===== src/rtl/set_job_scheduler_if.sv =====
// Signal bundle between two job requesters, the shared SET engine and the
// response consumer. The scheduler takes the slave view; the surrounding
// system (requesters, engine, consumer) takes the master view.
interface set_job_scheduler_if;
   // requester 0
   logic        req0_valid;
   logic [23:0] req0_central;
   logic [11:0] req0_radius;
   logic [1:0]  req0_mode;
   logic        req0_ready;
   // requester 1
   logic        req1_valid;
   logic [23:0] req1_central;
   logic [11:0] req1_radius;
   logic [1:0]  req1_mode;
   logic        req1_ready;
   // engine side
   logic        set_en;
   logic [23:0] set_central;
   logic [11:0] set_radius;
   logic [1:0]  set_mode;
   logic        set_busy;
   logic        set_valid;
   logic [7:0]  set_candidate;
   // response side
   logic        rsp_valid;
   logic        rsp_id;
   logic [7:0]  rsp_candidate;
   logic        rsp_error;
   logic        rsp_ready;

   modport slave (
      input  req0_valid, req0_central, req0_radius, req0_mode,
      output req0_ready,
      input  req1_valid, req1_central, req1_radius, req1_mode,
      output req1_ready,
      output set_en, set_central, set_radius, set_mode,
      input  set_busy, set_valid, set_candidate,
      output rsp_valid, rsp_id, rsp_candidate, rsp_error,
      input  rsp_ready
   );

   modport master (
      output req0_valid, req0_central, req0_radius, req0_mode,
      input  req0_ready,
      output req1_valid, req1_central, req1_radius, req1_mode,
      input  req1_ready,
      input  set_en, set_central, set_radius, set_mode,
      output set_busy, set_valid, set_candidate,
      input  rsp_valid, rsp_id, rsp_candidate, rsp_error,
      output rsp_ready
   );
endinterface


===== src/rtl/set_job_scheduler.sv =====
// Round-robin scheduler sharing one SET candidate-counting engine between
// two requesters. One job is in flight at a time: accept, issue to the
// engine with its en/busy handshake, wait for the next result strobe (or a
// watchdog expiry), then hold the response until the consumer takes it.
module set_job_scheduler #(
   parameter int TIMEOUT = 200,
   parameter int TO_W    = 8
) (
   input  logic clk,
   input  logic rst,
   set_job_scheduler_if.slave bus
);

   typedef enum logic [1:0] {
      IDLE  = 2'd0,
      ISSUE = 2'd1,
      WAIT  = 2'd2,
      RESP  = 2'd3
   } state_t;

   localparam logic [TO_W-1:0] TIMEOUT_C = TO_W'(TIMEOUT);
   localparam logic [TO_W-1:0] WD_ONE    = {{(TO_W-1){1'b0}}, 1'b1};

   state_t          state_reg;
   logic            rr_reg;          // requester preferred on a tie
   logic [TO_W-1:0] wd_reg;
   logic [TO_W-1:0] wd_next;
   logic            timeout_hit;
   logic            job_id_reg;

   logic            set_en_reg;
   logic [23:0]     set_central_reg;
   logic [11:0]     set_radius_reg;
   logic [1:0]      set_mode_reg;

   logic            rsp_valid_reg;
   logic            rsp_id_reg;
   logic [7:0]      rsp_candidate_reg;
   logic            rsp_error_reg;

   // Per-requester views so arbitration and muxing can be indexed
   logic [1:0]      req_valid;
   logic [1:0]      req_ready;
   logic [23:0]     req_central [2];
   logic [11:0]     req_radius  [2];
   logic [1:0]      req_mode    [2];

   logic            grant_any;
   logic            grant_id;

   assign req_valid      = {bus.req1_valid, bus.req0_valid};
   assign req_central[0] = bus.req0_central;
   assign req_central[1] = bus.req1_central;
   assign req_radius[0]  = bus.req0_radius;
   assign req_radius[1]  = bus.req1_radius;
   assign req_mode[0]    = bus.req0_mode;
   assign req_mode[1]    = bus.req1_mode;

   // Pick the only valid requester, or the round-robin favourite on a tie
   always_comb begin
      grant_any = |req_valid;
      if (&req_valid) begin
         grant_id = rr_reg;
      end else begin
         grant_id = req_valid[1];
      end
   end

   // Ready is a one-cycle combinational acknowledge, only ever in IDLE and
   // only for the granted requester, so at most one ready is high at a time
   generate
      for (genvar gi = 0; gi < 2; gi++) begin : g_ready
         assign req_ready[gi] = (state_reg == IDLE) && req_valid[gi] &&
                                (grant_id == 1'(gi));
      end
   endgenerate

   assign bus.req0_ready = req_ready[0];
   assign bus.req1_ready = req_ready[1];

   // Watchdog look-ahead: the compare uses the post-increment value so the
   // error response appears exactly TIMEOUT cycles after ISSUE entry. The
   // >= guards the corner where the issue cycle itself lands on the limit.
   always_comb begin
      wd_next     = wd_reg + WD_ONE;
      timeout_hit = (wd_next >= TIMEOUT_C);
   end

   // Job FSM with registered engine and response outputs
   always_ff @(posedge clk) begin
      if (rst) begin
         state_reg         <= IDLE;
         rr_reg            <= 1'b0;
         wd_reg            <= '0;
         job_id_reg        <= 1'b0;
         set_en_reg        <= 1'b0;
         set_central_reg   <= '0;
         set_radius_reg    <= '0;
         set_mode_reg      <= '0;
         rsp_valid_reg     <= 1'b0;
         rsp_id_reg        <= 1'b0;
         rsp_candidate_reg <= '0;
         rsp_error_reg     <= 1'b0;
      end else begin
         case (state_reg)
            IDLE: begin
               // engine results arriving here belong to no job and are dropped
               if (grant_any) begin
                  set_central_reg <= req_central[grant_id];
                  set_radius_reg  <= req_radius[grant_id];
                  set_mode_reg    <= req_mode[grant_id];
                  job_id_reg      <= grant_id;
                  wd_reg          <= '0;
                  set_en_reg      <= 1'b1;
                  state_reg       <= ISSUE;
               end
            end

            ISSUE: begin
               // a result strobe here is left over from earlier work; ignore it
               if (!bus.set_busy) begin
                  set_en_reg <= 1'b0;
                  wd_reg     <= wd_next;
                  state_reg  <= WAIT;
               end else if (timeout_hit) begin
                  set_en_reg        <= 1'b0;
                  rsp_valid_reg     <= 1'b1;
                  rsp_id_reg        <= job_id_reg;
                  rsp_candidate_reg <= '0;
                  rsp_error_reg     <= 1'b1;
                  state_reg         <= RESP;
               end else begin
                  wd_reg <= wd_next;
               end
            end

            WAIT: begin
               // a real result beats a watchdog expiry in the same cycle
               if (bus.set_valid) begin
                  rsp_valid_reg     <= 1'b1;
                  rsp_id_reg        <= job_id_reg;
                  rsp_candidate_reg <= bus.set_candidate;
                  rsp_error_reg     <= 1'b0;
                  state_reg         <= RESP;
               end else if (timeout_hit) begin
                  rsp_valid_reg     <= 1'b1;
                  rsp_id_reg        <= job_id_reg;
                  rsp_candidate_reg <= '0;
                  rsp_error_reg     <= 1'b1;
                  state_reg         <= RESP;
               end else begin
                  wd_reg <= wd_next;
               end
            end

            RESP: begin
               if (bus.rsp_ready) begin
                  rsp_valid_reg <= 1'b0;
                  rr_reg        <= ~rsp_id_reg;
                  state_reg     <= IDLE;
               end
            end

            default: begin
               state_reg <= IDLE;
            end
         endcase
      end
   end

   assign bus.set_en        = set_en_reg;
   assign bus.set_central   = set_central_reg;
   assign bus.set_radius    = set_radius_reg;
   assign bus.set_mode      = set_mode_reg;
   assign bus.rsp_valid     = rsp_valid_reg;
   assign bus.rsp_id        = rsp_id_reg;
   assign bus.rsp_candidate = rsp_candidate_reg;
   assign bus.rsp_error     = rsp_error_reg;

endmodule


===== src/flat_wrapper.sv =====
// flat-port wrapper written by rule: the top's interface ports become plain ports
module set_job_scheduler_flat 
#(
   parameter int TIMEOUT = 200,
   parameter int TO_W    = 8
)
  (clk, rst, bus_req0_valid, bus_req0_central, bus_req0_radius, bus_req0_mode, bus_req0_ready, bus_req1_valid, bus_req1_central, bus_req1_radius, bus_req1_mode, bus_req1_ready, bus_set_en, bus_set_central, bus_set_radius, bus_set_mode, bus_set_busy, bus_set_valid, bus_set_candidate, bus_rsp_valid, bus_rsp_id, bus_rsp_candidate, bus_rsp_error, bus_rsp_ready);
  set_job_scheduler_if bus_i ();
  input  logic clk;
  input  logic rst;
  input wire logic [$bits(bus_i.req0_valid)-1:0] bus_req0_valid;
  input wire logic [$bits(bus_i.req0_central)-1:0] bus_req0_central;
  input wire logic [$bits(bus_i.req0_radius)-1:0] bus_req0_radius;
  input wire logic [$bits(bus_i.req0_mode)-1:0] bus_req0_mode;
  output wire logic [$bits(bus_i.req0_ready)-1:0] bus_req0_ready;
  input wire logic [$bits(bus_i.req1_valid)-1:0] bus_req1_valid;
  input wire logic [$bits(bus_i.req1_central)-1:0] bus_req1_central;
  input wire logic [$bits(bus_i.req1_radius)-1:0] bus_req1_radius;
  input wire logic [$bits(bus_i.req1_mode)-1:0] bus_req1_mode;
  output wire logic [$bits(bus_i.req1_ready)-1:0] bus_req1_ready;
  output wire logic [$bits(bus_i.set_en)-1:0] bus_set_en;
  output wire logic [$bits(bus_i.set_central)-1:0] bus_set_central;
  output wire logic [$bits(bus_i.set_radius)-1:0] bus_set_radius;
  output wire logic [$bits(bus_i.set_mode)-1:0] bus_set_mode;
  input wire logic [$bits(bus_i.set_busy)-1:0] bus_set_busy;
  input wire logic [$bits(bus_i.set_valid)-1:0] bus_set_valid;
  input wire logic [$bits(bus_i.set_candidate)-1:0] bus_set_candidate;
  output wire logic [$bits(bus_i.rsp_valid)-1:0] bus_rsp_valid;
  output wire logic [$bits(bus_i.rsp_id)-1:0] bus_rsp_id;
  output wire logic [$bits(bus_i.rsp_candidate)-1:0] bus_rsp_candidate;
  output wire logic [$bits(bus_i.rsp_error)-1:0] bus_rsp_error;
  input wire logic [$bits(bus_i.rsp_ready)-1:0] bus_rsp_ready;
  assign bus_i.req0_valid = bus_req0_valid;
  assign bus_i.req0_central = bus_req0_central;
  assign bus_i.req0_radius = bus_req0_radius;
  assign bus_i.req0_mode = bus_req0_mode;
  assign bus_req0_ready = bus_i.req0_ready;
  assign bus_i.req1_valid = bus_req1_valid;
  assign bus_i.req1_central = bus_req1_central;
  assign bus_i.req1_radius = bus_req1_radius;
  assign bus_i.req1_mode = bus_req1_mode;
  assign bus_req1_ready = bus_i.req1_ready;
  assign bus_set_en = bus_i.set_en;
  assign bus_set_central = bus_i.set_central;
  assign bus_set_radius = bus_i.set_radius;
  assign bus_set_mode = bus_i.set_mode;
  assign bus_i.set_busy = bus_set_busy;
  assign bus_i.set_valid = bus_set_valid;
  assign bus_i.set_candidate = bus_set_candidate;
  assign bus_rsp_valid = bus_i.rsp_valid;
  assign bus_rsp_id = bus_i.rsp_id;
  assign bus_rsp_candidate = bus_i.rsp_candidate;
  assign bus_rsp_error = bus_i.rsp_error;
  assign bus_i.rsp_ready = bus_rsp_ready;
  set_job_scheduler #(.TIMEOUT(TIMEOUT), .TO_W(TO_W)) u_core (.clk(clk), .rst(rst), .bus(bus_i));
endmodule

===== config.mk =====
export PLATFORM = sky130hd
export DESIGN_NAME = set_job_scheduler_flat
export DESIGN_NICKNAME = d
export VERILOG_FILES = /design/src/rtl/set_job_scheduler_if.sv /design/src/rtl/set_job_scheduler.sv /design/src/flat_wrapper.sv
export SDC_FILE = /design/constraint.sdc
export NUM_CORES = 1
export LEC_CHECK = 0
export BUFFER_PORTS_ARGS = -buffer_cell sky130_fd_sc_hd__buf_2
export CAP_MARGIN = 40
export CORE_ASPECT_RATIO = 0.9
export CORE_UTILIZATION = 46
export DETAILED_ROUTE_END_ITERATION = 8
export PLACE_DENSITY = 0.84
export SETUP_SLACK_MARGIN = 0.2
export SKIP_CTS_REPAIR_TIMING = 1
export SLEW_MARGIN = 20
export SYNTH_ARGS = -nofsm -noshare
export SYNTH_HDL_FRONTEND = slang
export SYNTH_SLANG_ARGS = --single-unit

===== constraint.sdc =====
create_clock -name clk -period 2.65 [get_ports clk]
set_input_delay 0.265 -clock clk [delete_from_list [all_inputs] [get_ports clk]]
set_output_delay 0.265 -clock clk [all_outputs]
set_load 0.05 [all_outputs]

== Yosys cells after proc, flatten, opt, wreduce, memory -nomap -nowiden ==
Cells that the tools add are included.
W data, S select, Z words.

* $add $sub $neg: 1
* $mul: 0
* Div/mod/pow operators: 0
* $lt $le $gt $ge: 2
* Eq/ne operators: 8
* Shift-type cells: 0
* Mux-type cells: 42
* Bitwise logic cells: 3
* Reduce and logical (&&, ||, !) cells: 18

{| class="wikitable"
|+ Operators with widths
! kind !! number
|-
| $mux W24 || 3
|-
| $mux W8 || 7
|-
| $mux W12 || 3
|-
| $pmux W8 S3 || 1
|-
| $mux W2 || 8
|-
| $pmux W8 S2 || 1
|-
| $mux W1 || 14
|-
| $reduce_and A2 Y1 || 5
|-
| $reduce_and A3 Y1 || 3
|-
| $add A8 B1 Y8 const B || 1
|-
| $ge A8 B8 Y1 const B || 1
|-
| $pmux W2 S4 || 1
|-
| $ne A2 B2 Y1 const B || 3
|-
| $pmux W1 S2 || 3
|-
| $reduce_bool A3 Y1 || 2
|-
| $eq A2 B2 Y1 const B || 2
|-
| $logic_and A1 B1 Y1 || 4
|-
| $reduce_bool A2 Y1 || 2
|-
| $ne A3 B2 Y1 const B || 1
|-
| $pmux W1 S3 || 1
|-
| $eq A2 B1 Y1 const B || 1
|-
| $ge A2 B2 Y1 const B || 1
|-
| $logic_not A2 Y1 || 1
|-
| $ne A2 B1 Y1 const B || 1
|-
| 3 further kinds || 4
|}

* Register bits: 62
* Latch bits: 0
* Memory bits (writable): 0
* ROM bits: 0
* Input port bits: 91
* Output and inout bits: 52
* Word-level logic and storage cells: 86
* Memories: 0

== Depth between registers and ports, before layout ==
* Depth in word-level cells: 6
* Depth in mapped cells: 8
* Gate-level depth less buffers: 8

== Worst setup path before layout ==
Ideal clock, no wire load.

* Path type: register to register
* Start: reg u_core.state_reg[0]
* End: reg u_core.wd_reg[6]
* Data arrival time: 1,974 ps
* Path slack: 606 ps
* Cell stages (with the launch flop): 9
* Period minus slack after synthesis: 2,044 ps
* Cells stage by stage: dfxtp_1 inv_1 ha_1 and2_1 nor3_2 o211ai_1 a31oi_1 o21ai_0 a21oi_1

* Word-level cells in the longest chain between the ends: 3
* Elaborated cells on any way between the ends: 8

{| class="wikitable"
|+ RTL lines
! what !! line !! source
|-
| from (decl) || set_job_scheduler.sv:24 || <nowiki>state_t state_reg;</nowiki>
|-
| from (signal assigned) || set_job_scheduler.sv:92 || <nowiki>state_reg <= IDLE;</nowiki>
|-
| from (signal assigned) || set_job_scheduler.sv:115 || <nowiki>state_reg <= ISSUE;</nowiki>
|-
| from (signal assigned) || set_job_scheduler.sv:124 || <nowiki>state_reg <= WAIT;</nowiki>
|-
| $eq A2 B2 Y1 (tied with other cells) || set_job_scheduler.sv:105 || <nowiki>case (state_reg)</nowiki>
|-
| $ne A2 B2 Y1 (no source line) (tied with other cells) || -- ||
|-
| $reduce_and A3 Y1 (no source line) || -- ||
|-
| to (signal assigned) || set_job_scheduler.sv:123 || <nowiki>wd_reg <= wd_next;</nowiki>
|-
| to (signal assigned) || set_job_scheduler.sv:133 || <nowiki>wd_reg <= wd_next;</nowiki>
|-
| to (signal assigned) || set_job_scheduler.sv:152 || <nowiki>wd_reg <= wd_next;</nowiki>
|-
| to (decl) || set_job_scheduler.sv:26 || <nowiki>logic [TO_W-1:0] wd_reg;</nowiki>
|}

Parallel ways exist; a longest one is shown, timed or not.
A chain may end at the register's enable or synchronous reset.

== Worst setup path in the final report ==
* Start: reg u_core.state_reg[0]
* End: reg u_core.wd_reg[4]

Same word-level chain as after synthesis.

==> qor.yml <==
outcome:
  status: "finished clean"
synth:
  yosysTopAreaCell: "dfxtp_1"
  yosys_warnings: 0
  synth_top_area_share_pct: 41.7
  ys_types: 45
  netlist_area_sq_um: 2970
  synth_cells: 330
  synth.area.top_cells: "dfxtp_1 (42%), mux2i_1 (13%), a211oi_1 (9.8%)"
  synth_nets: 428
  avgSynthCellArea_sq_um: 9.01
  yosysSeqAreaShare_pct: 41.7
  synth_seq_cells: 62
  synthArstFlopShare_pct: 0
  synth_edf_count: 0
  synth_ff_type: "dfxtp_1"
cts:
  cts_root_buf: "clkbuf_8"
  clock_path_buffers: 2
  cts_tree: "yes"
  clk_latency_ns: 0.34
  clk_pin_slew_worst_paths_ns: 0.07
  htreeDepth: 3
  cts_sinks: 62
  cts-buffers-inserted: 9
detailed_routing:
  drc: 0
  viasPerCell: 5.20
  vias: 2890
  first_pass_iters: 4
  wl_per_cell_microns: 13.6
  ant_nets: 0
  drt-initial-drc-count: 137
  routed_wirelength_microns: 7550
timing:
  rsz0062_at_grt: "false"
  hold_viol_final: 0
  fin_ws_ns: 0.467
  finalSetupTns_ns: 0
  relSlewSlack_pct: 50.7
  period_needed_ns: 2.18
  tightest_slew_ns: 0.740
  setup_viol: 0
  slew_violations: 0
  fmax_ghz: 0.458
  fin_skew_ns: 0.0115
  fin_crit_sh_pct: 82.4
final_layout:
  seq_area_sq_um: 1240
  nets: 562
  fin_area_sq_um: 3970
  n_antenna_cell: 0
  largest_register_ffs: 24
  multi_input_area_sq_um: 1620
  drive_gt1_share_pct: 36.2
  area_delta_synth_final_pct: 33.5
  fillers: 539
  utilization_pct: 64.2
  fin_cells: 556
critical_path:
  r2r_slack_ns: 0.47
  cp_top_family: "simple AND/OR/NAND/NOR gates"
  path_class: "reg2reg"
  critPathMaxFanout: 9
  crit_arrival_ns: 2.44
  crit_buf_inv: 2
  max_stage_delay_ns: 0.37
  critPathMostFrequentCell: "a31oi_1"
  reg2reg_from: "u_core.state_reg[0]$_SDFFE_PP0P_"
  required_ns: 2.91
  r2r_end: "u_core.wd_reg[4]$_SDFFE_PP0P_"
  path_cells: "inv_1, ha_1, and2_1, nor3_2, o211ai_1, a31oi_1, buf_4, nand3_1, a31oi_1"
  cp-end-kind: "flop"
  worst_path_max_delay_cell: "dfxtp_1"
  r2r_cells: 9
  critPathLaunchType: "flop"
floorplan:
  start_util_pct: 48.1
  core_sq_um: 6180
  rows: 27
  die_x_microns: 86.8
  die-area_sq_um: 6790
  die_y_microns: 78.3
  io_pins: 143
global_routing:
  grt-ovfl-total: 0
  grt_pass1_vias: 2725
  grt_max_degree: 77
  grt_pass1_wl_microns: 12000
  grt_use_total_pct: 22.5
  antenna_found_initial: 0
placed_design:
  hpwl_microns: 5510
  dpl.cell_count: 540
  port_buffers: 142
  dpl-instance-area_sq_um: 3750
  dp_slack_ns: 0.530
  gp_congestion: 0.843
flow_run:
  cap_violations: 0
power:
  power.density_nw_per_um2: 777
  p_leak_uw: 0.00197
  vdd_drop_max_mv: 0.480
worst_hold_path:
  worstHoldEndpoint: "u_core.bus.rsp_candidate[1]$_SDFFE_PP0P_"
  worstHoldPathCells: 3
  min_path_type: "in2reg"
  min-delay-start: "bus_set_candidate[1]"
metrics by stage:
step	hold slack, ns	power (uW)
finish	0.160	3090
global route	0.169	3240
CTS	0.146	3100
detailed placement	0.453	2200
global placement	0.445	2170
floorplan	0.384	1910
Yosys cell counts, drive strengths merged (2+ instances only):
cell type and count:
nand4 2, inv 9, or3 3, nor2b 3
o21a 3, nor3 6, dfxtp 62, nand3b 3
nand2 12, nor2 60, a21oi 9, ha 7
nand2b 2, a22oi 9, clkbuf 13, buf 10
o21ai 10, o31ai 2, a211oi 39, mux2i 40
a31oi 6, and3 2, nand3 5
logic make-up (layout without fill, tap and decap cells):
kind of cell,count (synthesis),in the layout,share of synthesized area [%]
AO/OA/AOI/OAI,88,88,21.7
XOR/XNOR,1,1,0.295
adder cells (fa/ha/maj),7,7,2.94
buffers and inverters,32,171,4.50
flip-flops,62,62,41.7
multiplexers,40,40,13.5
AND/OR/NAND/NOR,100,100,15.4
cell usage in the layout (no fill, tap or decap), drive strengths merged, types with 2 or more instances in the layout:
cell type    n
nand3        5
bufinv       2
nand4        2
ha           7
nand2b       2
buf        146
dfxtp       62
a22oi        9
or3          3
inv          9
nor3         6
a21oi        9
a31oi        6
mux2i       40
a211oi      39
o31ai        2
clkinv       2
o21a         3
and3         2
clkbuf      12
nand3b       3
nand2       12
nor2b        3
o21ai       10
nor2        60
final cells by class:
type / count / share of cell area (%)
clock buffer: 12 / 3.66
clock inverter: 4 / 1.76
inverter: 9 / 0.851
multi-input combinational: 236 / 40.8
sequential: 62 / 31.3
tap: 87 / 2.74
timing repair buffer: 146 / 19.0
layer usage:
metal / GRT usage [%] / part of all wire [%] / up-vias
li1: - / - / 1467
met1: 26.7 / 45 / 1322
met2: 39.8 / 50 / 93
met3: 5.78 / 4.7 / 8
met4: 6.50 / 1.1 / 0
met5: 0 / 0 / -
worst min-delay path: cells and delay by family:
| kind | cells | cell delay (ns) |
|---|---|---|
| AO/OA/AOI/OAI | 1 | 0.05 |
| buffers and inverters | 1 | 0.07 |
| AND/OR/NAND/NOR | 1 | 0.07 |
report_power, final:
part | total (uW) | leakage (uW) | internal, uW | switching (uW)
logic | 1060 | 0.00134 | 303 | 756
clock network | 909 | 0.000110 | 553 | 356
registers | 1120 | 0.000510 | 1060 | 61.4
total | 3090 | 0.00197 | 1910 | 1170
how the worst max path moves through the flow:
stage	start	depth (start not counted)	endpoint	slack (ns)
3_5_place_dp	u_core.wd_reg[0]$_SDFFE_PP0P_	7	u_core.wd_reg[4]$_SDFFE_PP0P_	0.53
6_report	u_core.state_reg[0]$_SDFFE_PP0P_	9	u_core.wd_reg[4]$_SDFFE_PP0P_	0.47
3_3_place_gp	u_core.state_reg[0]$_SDFFE_PP0P_	9	u_core.wd_reg[0]$_SDFFE_PP0P_	0.62
5_1_grt	u_core.wd_reg[0]$_SDFFE_PP0P_	7	u_core.wd_reg[4]$_SDFFE_PP0P_	0.31
2_1_floorplan	u_core.state_reg[0]$_SDFFE_PP0P_	8	u_core.wd_reg[6]$_SDFFE_PP0P_	0.61
4_1_cts	u_core.state_reg[0]$_SDFFE_PP0P_	9	u_core.wd_reg[4]$_SDFFE_PP0P_	0.51
Note: power is estimated with default switching activity, not from simulation.
